<file path="src/rtl/br_pkg.sv">
// Shared types and constants for the branch/jump resolution controller.
package br_pkg;

  typedef enum logic [1:0] {
    StIdle,
    StEval,
    StRedir
  } br_state_e;

  typedef enum logic [1:0] {
    KindBranch = 2'd0,
    KindJal    = 2'd1,
    KindJalr   = 2'd2,
    KindRsvd   = 2'd3
  } br_kind_e;

  localparam logic [2:0] F3_BEQ  = 3'b000;
  localparam logic [2:0] F3_BNE  = 3'b001;
  localparam logic [2:0] F3_BLT  = 3'b100;
  localparam logic [2:0] F3_BGE  = 3'b101;
  localparam logic [2:0] F3_BLTU = 3'b110;
  localparam logic [2:0] F3_BGEU = 3'b111;

  localparam logic [1:0] EXC_MISALIGNED = 2'd0;
  localparam logic [1:0] EXC_ILLEGAL    = 2'd2;

  typedef struct packed {
    logic illegal;
    logic taken;
  } br_cond_t;

  // Signedness is already applied by the comparator via funct3[1].
  function automatic br_cond_t br_cond(input logic [2:0] f3, input logic less,
                                       input logic equal);
    br_cond_t r;
    r.illegal = 1'b0;
    r.taken   = 1'b0;
    case (f3)
      F3_BEQ:            r.taken = equal;
      F3_BNE:            r.taken = ~equal;
      F3_BLT, F3_BLTU:   r.taken = less;
      F3_BGE, F3_BGEU:   r.taken = ~less;
      default:           r.illegal = 1'b1;
    endcase
    return r;
  endfunction

endpackage

</file>
<file path="src/rtl/br_target.sv">
// Combinational control-flow target: pc+imm for branch/JAL, (rs1+imm) & ~1 for JALR.
module br_target
  import br_pkg::*;
#(
  parameter int unsigned XLEN = 32
) (
  input  br_kind_e        kind_i,
  input  logic [XLEN-1:0] pc_i,
  input  logic [XLEN-1:0] imm_i,
  input  logic [XLEN-1:0] rs1_i,
  output logic [XLEN-1:0] target_o
);

  logic [XLEN-1:0] base;

  always_comb begin
    base     = (kind_i == KindJalr) ? rs1_i : pc_i;
    target_o = base + imm_i;
    if (kind_i == KindJalr) begin
      target_o[0] = 1'b0;
    end
  end

endmodule

</file>
<file path="src/rtl/branch_ctrl.sv">
// Multi-cycle branch/jump resolution controller driving an external comparator.
// Optional BR_PERF_EN adds conditional-branch and taken-branch counters.
module branch_ctrl
  import br_pkg::*;
#(
  parameter int unsigned XLEN  = 32,
  parameter int unsigned CNT_W = 32
) (
  input  logic             clk_i,
  input  logic             rst_i,
  input  logic             req_valid_i,
  output logic             req_ready_o,
  input  logic [1:0]       req_kind_i,
  input  logic [2:0]       req_funct3_i,
  input  logic [XLEN-1:0]  req_pc_i,
  input  logic [XLEN-1:0]  req_imm_i,
  input  logic [XLEN-1:0]  req_rs1_i,
  input  logic [XLEN-1:0]  req_rs2_i,
  input  logic             flush_i,
  output logic [XLEN-1:0]  cmp_rs1_o,
  output logic [XLEN-1:0]  cmp_rs2_o,
  output logic             cmp_unsigned_o,
  input  logic             cmp_less_i,
  input  logic             cmp_equal_i,
  output logic             redir_valid_o,
  output logic [XLEN-1:0]  redir_pc_o,
  input  logic             redir_ready_i,
  output logic             done_valid_o,
  output logic             done_taken_o,
  output logic [XLEN-1:0]  done_link_o,
  output logic             exc_valid_o,
  output logic [1:0]       exc_cause_o
`ifdef BR_PERF_EN
  ,
  output logic [CNT_W-1:0] perf_branches_o,
  output logic [CNT_W-1:0] perf_taken_o
`endif
);

  br_state_e       state_q, state_d;
  br_kind_e        kind_q;
  logic [2:0]      f3_q;
  logic [XLEN-1:0] pc_q, imm_q, rs1_q, rs2_q;
  logic [XLEN-1:0] redir_pc_q, redir_pc_d;
  logic [XLEN-1:0] link_q, link_d;
  logic            done_valid_q, done_valid_d;
  logic            done_taken_q, done_taken_d;
  logic            exc_valid_q, exc_valid_d;
  logic [1:0]      exc_cause_q, exc_cause_d;
  logic            capture;
  logic            illegal, taken;
  br_cond_t        cond;
  logic [XLEN-1:0] target;

  br_target #(
    .XLEN(XLEN)
  ) u_target (
    .kind_i  (kind_q),
    .pc_i    (pc_q),
    .imm_i   (imm_q),
    .rs1_i   (rs1_q),
    .target_o(target)
  );

  always_comb begin
    state_d      = state_q;
    capture      = 1'b0;
    redir_pc_d   = redir_pc_q;
    link_d       = link_q;
    done_valid_d = 1'b0;
    done_taken_d = done_taken_q;
    exc_valid_d  = 1'b0;
    exc_cause_d  = exc_cause_q;

    cond    = br_cond(f3_q, cmp_less_i, cmp_equal_i);
    illegal = (kind_q == KindRsvd) || ((kind_q == KindBranch) && cond.illegal);
    taken   = (kind_q != KindBranch) || cond.taken;

    case (state_q)
      StIdle: begin
        if (req_valid_i && !flush_i) begin
          capture = 1'b1;
          state_d = StEval;
        end
      end
      StEval: begin
        state_d = StIdle;
        if (!flush_i) begin
          link_d = pc_q + XLEN'(4);
          if (illegal) begin
            exc_valid_d = 1'b1;
            exc_cause_d = EXC_ILLEGAL;
          end else if (taken && (target[1:0] != 2'b00)) begin
            exc_valid_d = 1'b1;
            exc_cause_d = EXC_MISALIGNED;
          end else if (taken) begin
            redir_pc_d = target;
            state_d    = StRedir;
          end else begin
            done_valid_d = 1'b1;
            done_taken_d = 1'b0;
          end
        end
      end
      StRedir: begin
        // Flush wins over a same-cycle redirect handshake.
        if (flush_i) begin
          state_d = StIdle;
        end else if (redir_ready_i) begin
          done_valid_d = 1'b1;
          done_taken_d = 1'b1;
          state_d      = StIdle;
        end
      end
      default: state_d = StIdle;
    endcase
  end

  always_ff @(posedge clk_i or posedge rst_i) begin
    if (rst_i) begin
      state_q      <= StIdle;
      kind_q       <= KindBranch;
      f3_q         <= '0;
      pc_q         <= '0;
      imm_q        <= '0;
      rs1_q        <= '0;
      rs2_q        <= '0;
      redir_pc_q   <= '0;
      link_q       <= '0;
      done_valid_q <= 1'b0;
      done_taken_q <= 1'b0;
      exc_valid_q  <= 1'b0;
      exc_cause_q  <= '0;
    end else begin
      state_q      <= state_d;
      redir_pc_q   <= redir_pc_d;
      link_q       <= link_d;
      done_valid_q <= done_valid_d;
      done_taken_q <= done_taken_d;
      exc_valid_q  <= exc_valid_d;
      exc_cause_q  <= exc_cause_d;
      if (capture) begin
        kind_q <= br_kind_e'(req_kind_i);
        f3_q   <= req_funct3_i;
        pc_q   <= req_pc_i;
        imm_q  <= req_imm_i;
        rs1_q  <= req_rs1_i;
        rs2_q  <= req_rs2_i;
      end
    end
  end

  assign req_ready_o    = (state_q == StIdle);
  assign cmp_rs1_o      = rs1_q;
  assign cmp_rs2_o      = rs2_q;
  assign cmp_unsigned_o = f3_q[1];
  assign redir_valid_o  = (state_q == StRedir);
  assign redir_pc_o     = redir_pc_q;
  assign done_valid_o   = done_valid_q;
  assign done_taken_o   = done_taken_q;
  assign done_link_o    = link_q;
  assign exc_valid_o    = exc_valid_q;
  assign exc_cause_o    = exc_cause_q;

`ifdef BR_PERF_EN
  logic [CNT_W-1:0] perf_br_q, perf_tk_q;

  always_ff @(posedge clk_i or posedge rst_i) begin
    if (rst_i) begin
      perf_br_q <= '0;
      perf_tk_q <= '0;
    end else if (done_valid_d && (kind_q == KindBranch)) begin
      perf_br_q <= perf_br_q + CNT_W'(1);
      if (done_taken_d) begin
        perf_tk_q <= perf_tk_q + CNT_W'(1);
      end
    end
  end

  assign perf_branches_o = perf_br_q;
  assign perf_taken_o    = perf_tk_q;
`else
  logic [CNT_W-1:0] unused_cnt_w;
  assign unused_cnt_w = '0;
`endif

endmodule

</file>
<file path="config.mk">
export PLATFORM = sky130hd
export DESIGN_NAME = branch_ctrl
export DESIGN_NICKNAME = d
export VERILOG_FILES = /design/src/rtl/br_pkg.sv /design/src/rtl/br_target.sv /design/src/rtl/branch_ctrl.sv
export SDC_FILE = /design/constraint.sdc
export NUM_CORES = 1
export LEC_CHECK = 0
export ABC_CLOCK_PERIOD_IN_PS = 7550
export CORE_MARGIN = 8
export CORE_UTILIZATION = 35
export CTS_CLUSTER_SIZE = 40
export DETAILED_ROUTE_END_ITERATION = 8
export GPL_ROUTABILITY_DRIVEN = 0
export PLACE_DENSITY_LB_ADDON = 0.15
export SLEW_MARGIN = 10
export SYNTH_ARGS = -nofsm -noshare
export SYNTH_HDL_FRONTEND = slang
export SYNTH_HIERARCHICAL = 1
export SYNTH_SLANG_ARGS = --single-unit
export TNS_END_PERCENT = 1
</file>
<file path="constraint.sdc">
create_clock -name clk_i -period 7.55 [get_ports clk_i]
set_clock_uncertainty 0.2 [all_clocks]
set_input_delay 1.1325 -clock clk_i [delete_from_list [all_inputs] [get_ports clk_i]]
set_output_delay 1.1325 -clock clk_i [all_outputs]
set_load 0.02 [all_outputs]
</file>
Word-level counts from Yosys, hierarchy flattened
Index checks and enable logic that the tools add are counted.

Bits in registers: 204. Bits of input ports: 140. Output and inout port bits: 136. Word-level logic and storage cells: 92.

Add/sub/neg operators: 2. Equality and inequality tests: 17. Muxes and demuxes: 34. Bitwise logic cells: 5. Reductions and logical operators: 21.

Operators by type and width (number): 32-bit by 3-bit adder with 32-bit output, second input constant (1); 32-bit adder (1); 32-bit 2-to-1 mux (1); 1-bit 2-to-1 mux (20); 2-bit 2-to-1 mux (9); 3-bit equality test, second input constant (4); 2-bit inequality test, second input constant (5); 2-bit nonzero test (4); 7-bit AND reduction (1); 2-bit equality test, second input constant (3); 2-bit case mux with 3 select lines (1); 6-bit OR reduction (1); 1-bit NOT (5); 5-bit AND reduction (1); 2-bit zero test (2); 2-bit by 1-bit inequality test with 1-bit output, second input constant (2); 1-bit case mux with 2 select lines (2); 1-bit case mux with 4 select lines (1); 2-bit AND reduction (2); 2-bit OR reduction (2); 3-bit by 1-bit equality test with 1-bit output, second input constant (1); 1-bit logical AND (3); 3-bit zero test (1); 3-bit by 2-bit inequality test with 1-bit output, second input constant (1); other kinds (4) (5).

Depth between registers and ports, before layout
Word-level depth: 10. Depth in mapped cells: 14. Gate-level depth less buffers: 12.

Cells and area by module
The synthesis kept the hierarchy.

Modules (own cells, without submodules): branch_ctrl (times used 1, cells an instance 595, area each 8240.4 um^2, seq. area each 5079.9 um^2); br_target (times used 1, cells an instance 311, area each 2392.3 um^2, seq. area each 0.0 um^2).

Worst setup path before layout
OpenSTA, ideal clock, no wires.

Kind: flip-flop to flip-flop. Start point: reg kind_q[0]. End point: reg redir_pc_q[10] (netlist: redir_pc_o[10]). Setup time: 0.125 ns. Arrival time: 3.213 ns. Required time: 7.225 ns. Path slack: 4.013 ns. Cell stages (with the launch flop): 14. Path buffers: 3. Clock period less this slack: 3.537 ns. Cells stage by stage: dfrtp_1 nand2b_1 buf_2 clkbuf_1 mux2_2 ha_1 inv_1 fa_1 inv_1 nor2_1 inv_1 a2111oi_2 buf_2 mux2_2.

Elaborated cells between the ends (all ways): 15. Those cells by class: add/sub: 1; eq/ne: 2; mux: 2; bitwise: 2; reduce/logical: 8.

RTL lines: start, declared (line branch_ctrl.sv:41) `br_kind_e kind_q;`; start signal, assigned (line branch_ctrl.sv:122) `kind_q <= KindBranch;`; start signal, assigned (line branch_ctrl.sv:143) `kind_q <= br_kind_e'(req_kind_i);`; 2-bit equality test (line br_target.sv:17) `base = (kind_i == KindJalr) ? rs1_i : pc_i;`; 32-bit 2-to-1 mux (line br_target.sv:17); 32-bit adder (line br_target.sv:18) `target_o = base + imm_i;`; named net target[1] (line branch_ctrl.sv:53) `logic [XLEN-1:0] target;`; 2-bit nonzero test (line branch_ctrl.sv:93) `end else if (taken && (target[1:0] != 2'b00)) begin`; 1-bit logical AND (line branch_ctrl.sv:93); 1-bit NOT (no source line); 5-bit AND reduction (no source line); end signal, assigned (line branch_ctrl.sv:136) `redir_pc_q <= redir_pc_d;`; end, declared (line branch_ctrl.sv:44) `logic [XLEN-1:0] redir_pc_q, redir_pc_d;`.

The timed path passes the listed nets, and every way through them passes these cells. A chain may end at the register's enable or synchronous reset.

Worst setup path after layout
Start point: reg kind_q[0]. End point: reg redir_pc_q[21] (netlist: redir_pc_o[21]).

Elaborated cells between the ends (all ways): 15. Those cells by class: add/sub: 1; eq/ne: 2; mux: 2; bitwise: 2; reduce/logical: 8.

RTL lines (line): 2-bit equality test (br_target.sv:17); 32-bit 2-to-1 mux (br_target.sv:17); 32-bit adder (br_target.sv:18); named net target[21] (branch_ctrl.sv:53).

The timed path passes the listed nets, and every way through them passes these cells.

==> results.py <==
metrics = {
    "grt": {
        "grt_pass1_wl_um": 49310,
        "grt_pass1_vias": 8254,
        "antenna_found_initial": 1,
        "grt_overflow": 0,
        "grt_use_total_pct": 17.16,
        "grt_max_degree": 101,
    },
    "die": {
        "pin_count": 276,
        "start_util_pct": 35.13,
        "std_cell_rows": 64,
        "dieArea_um2": 36210,
        "core_um2": 30270,
        "die_x_um": 190.3,
        "die_y_um": 190.3,
    },
    "clock_tree": {
        "cts-resized-gates": 0,
        "cts-root-buf": "clkbuf_16",
        "clkTransAtPathRegs_ns": 0.06,
        "clockBufferDepth": 3,
        "cts_num_sinks": 203,
        "cts_buffers": 25,
        "post_cts_buffers": 0,
        "cts_hold_buf": 0,
        "h-tree-depth": 1,
        "clock_latency_ns": 0.52,
        "tritoncts": "yes",
    },
    "power": {
        "pwr-share-comb_pct": 58.7,
        "cell_internal_pwr_mw": 4.542,
        "clkPwrFrac_pct": 15.0,
        "power_switching_mw": 3.467,
        "switching_share_pct": 43.29,
        "p_per_area_nw_per_um2": 550.2,
        "peakVddDrop_v": 0.0001966,
        "p_seq_share_pct": 26.3,
        "power.total_mw": 8.008,
        "power_leakage_nw": 5.967,
    },
    "drt": {
        "drtAntennaViolNets": 0,
        "drt-total-wl_um": 32090,
        "drc": 0,
        "wl_per_cell_um": 20.27,
        "num_vias": 7952,
        "viasPerCell": 5.023,
        "first_pass_iters": 5,
        "drt-initial-drc-count": 455,
    },
    "logic_synthesis": {
        "ys_warn_count": 6,
        "ys_seq_area_share_pct": 47.78,
        "synth_seq_cells": 203,
        "ys_async_sr_fraction_pct": 100.0,
        "synthFlopType": "dfrtp_1",
        "synth_cell_types": 71,
        "synth-edff-count": 0,
        "syn-cell-area_um2": 10630,
        "synth_fp_nets": 1085,
        "syn_area_per_cell_um2": 11.74,
        "netlist_instances": 906,
    },
    "critical_path": {
        "cp_max_fo": 33,
        "rr_startpoint": "kind_q[0]",
        "worst_path_largest_cell_delay_ns": 0.73,
        "crit_type": "flip-flop to flip-flop",
        "cp_cell_sequence": "nand2b_2, mux2_2, ha_1, a211oi_1, o21ai_1, o211ai_1, nand2_2, a2111oi_0, a311oi_1, mux2_2",
        "crit_buf_inv": 0,
        "crit_end": "redir_pc_o[21]",
        "cp-start-kind": "flip-flop",
        "rr_worst_depth": 10,
        "critical_path.top_delay_family": "compound AO/OA/AOI/OAI gates",
        "cp.depth": 10,
        "slowest_stage": "nand2b_2",
        "cp.required_ns": 7.76,
        "reg2reg_slack_ns": 3.48,
        "worst_setup_path_end_kind": "flip-flop",
        "cp_common_cell": "mux2_2",
        "worst_r2r_endpoint": "redir_pc_o[21]",
        "crit_start": "kind_q[0]",
        "cp.arrival_ns": 4.27,
    },
    "placed_design": {
        "pre_cts_slack_ns": 3.492,
        "dp_hpwl_um": 24310,
        "port_buffers": 274,
        "place_area_um2": 13720,
    },
    "cells_and_area": {
        "final_area_um2": 14550,
        "area_delta_synth_final_pct": 36.88,
        "drive_gt1_share_pct": 22.85,
        "fin_util_pct": 48.08,
        "num-nets-final": 1346,
        "fill_cells": 2783,
    },
    "timing": {
        "period_share_pct": 53.87,
        "fin_ws_ns": 3.483,
        "slew_violations": 0,
        "hold_viol_final": 0,
        "finalSetupTns_ns": 0,
        "grt_setup_unrepaired": "false",
        "worst_slew_pin_slew_ns": 0.9767,
        "slew_headroom_pct": 34.89,
        "finalCriticalPeriod_ns": 4.067,
        "setup_viol": 0,
        "fmax_mhz": 245.9,
    },
    "min_path": {
        "holdCritPathClass": "flip-flop to flip-flop",
        "whs_path_depth": 2,
    },
    "run": {
        "cap_viol_max_count": 0,
    },
    "run_status": {
        "outcome": "finished clean",
    },
}
layout by cell type (no fill, tap or decap), types with 23 or more instances in the layout:
master and n:
clkdlybuf4s50_1 274, dfrtp_1 203, mux2_2 195, nand2_1 53
ha_1 38, o21ai_0 34, nor2_1 30, clkbuf_16 25
xnor2_1 24, a21oi_1 23
kinds of logic after synthesis:
| family | after synthesis | synth area share, % |
|---|---|---|
| simple gates | 204 | 10.36 |
| other cells | 1 | 0.03527 |
| flops | 203 | 47.78 |
| fa+ha+maj | 39 | 4.660 |
| compound gates | 155 | 10.12 |
| mux | 198 | 20.93 |
| buf+inv | 65 | 2.742 |
| xor+xnor | 41 | 3.377 |
how the worst min path moves through the flow:
stage	from	to	slack, ns
after floorplan	pc_q[0]	done_link_o[0]	0.25
after global placement	done_link_o[10]	done_link_o[10]	0.26
after detailed placement	done_link_o[0]	done_link_o[0]	0.27
after CTS	done_link_o[4]	done_link_o[4]	0.28
after global routing	done_link_o[7]	done_link_o[7]	0.30
final	done_link_o[4]	done_link_o[4]	0.28
tightest hold or removal path, delay by kind of cell (launching register included):
kind	cells	cell delay, ns
flip-flops	1	0.34
AND/OR/NAND/NOR	1	0.04
AO/OA/AOI/OAI	1	0.06
metrics by stage:
stage / std cells / hold WS (ns)
final: 1583 / 0.2756
after global routing: 1583 / 0.3038
after CTS: 1582 / 0.2838
after detailed placement: 1536 / 0.2703
after global placement: 1536 / 0.2608
after floorplan: 906 / 0.2496
final cells by class:
cell class / count / area [µm²] / area share (%)
flip-flops and latches: 203 / 5080 / 34.90
inverters: 18 / 75.07 / 0.5158
clock inverters: 13 / 131.4 / 0.9027
diodes: 1 / 2.502 / 0.01719
clock buffers: 33 / 695.7 / 4.780
multi-input cells: 638 / 5279 / 36.27
well taps: 396 / 495.5 / 3.404
repair buffers: 281 / 2795 / 19.21
power groups by stage:
stage               logic, mW  clock network (mW)  registers (mW)
global route             5.09                1.29            2.20
global placement         4.66                   0            2.12
finish                   4.70                1.20            2.11
floorplan                2.78                   0            2.39
detailed placement       4.68                   0            2.13
CTS                      4.71                1.25            2.12
state kept, by name, indices dropped and copies added, names as in the netlist, 2 cells and up:
| name | cells |
|---|---|
| imm_q | 32 |
| redir_pc_o | 32 |
| kind_q | 2 |
| cmp_rs1_o | 32 |
| state_q | 2 |
| done_link_o | 32 |
| f3_q | 3 |
| pc_q | 32 |
| cmp_rs2_o | 32 |
Yosys cell counts (3+ instances only):
master	number	area [µm²]
nor3b_1	3	22.52
or2_2	4	25.02
xnor2_1	24	210.2
o21ai_0	34	170.2
ha_1	38	475.5
a31oi_1	18	112.6
dfrtp_1	203	5080
clkbuf_1	32	120.1
nor2_1	31	116.4
o22ai_1	3	18.77
nand3b_1	3	22.52
a21o_1	13	97.59
o21a_1	3	22.52
a311oi_1	4	35.03
nand2_2	3	18.77
nand4_1	14	87.58
xor2_1	17	148.9
and2_1	8	50.05
inv_1	18	67.56
a21oi_1	23	115.1
a21boi_0	3	22.52
o31ai_1	9	67.56
nor2b_1	3	18.77
nand2b_1	7	43.79
and4_1	5	43.79
o311ai_0	3	26.28
nand2_1	53	198.9
o211ai_1	8	60.06
buf_2	5	25.02
or4_1	10	75.07
nand3_1	17	85.08
or3_1	6	37.54
nor4_1	5	31.28
mux2_2	195	2196
and3_1	10	62.56
a211oi_1	6	45.04
nor3_1	13	65.06
buf_4	7	52.55
o21bai_1	3	22.52
mux2i_1	3	30.03
layer usage:
metal	up-vias	global-route usage (%)	part of all wire, %
met5	-	0	0
li1	3860	-	-
met3	31	3.274	5.3
met1	3884	23.31	46
met4	0	3.998	1.7
met2	177	27.94	47
Power figures use the tool's default switching activity.
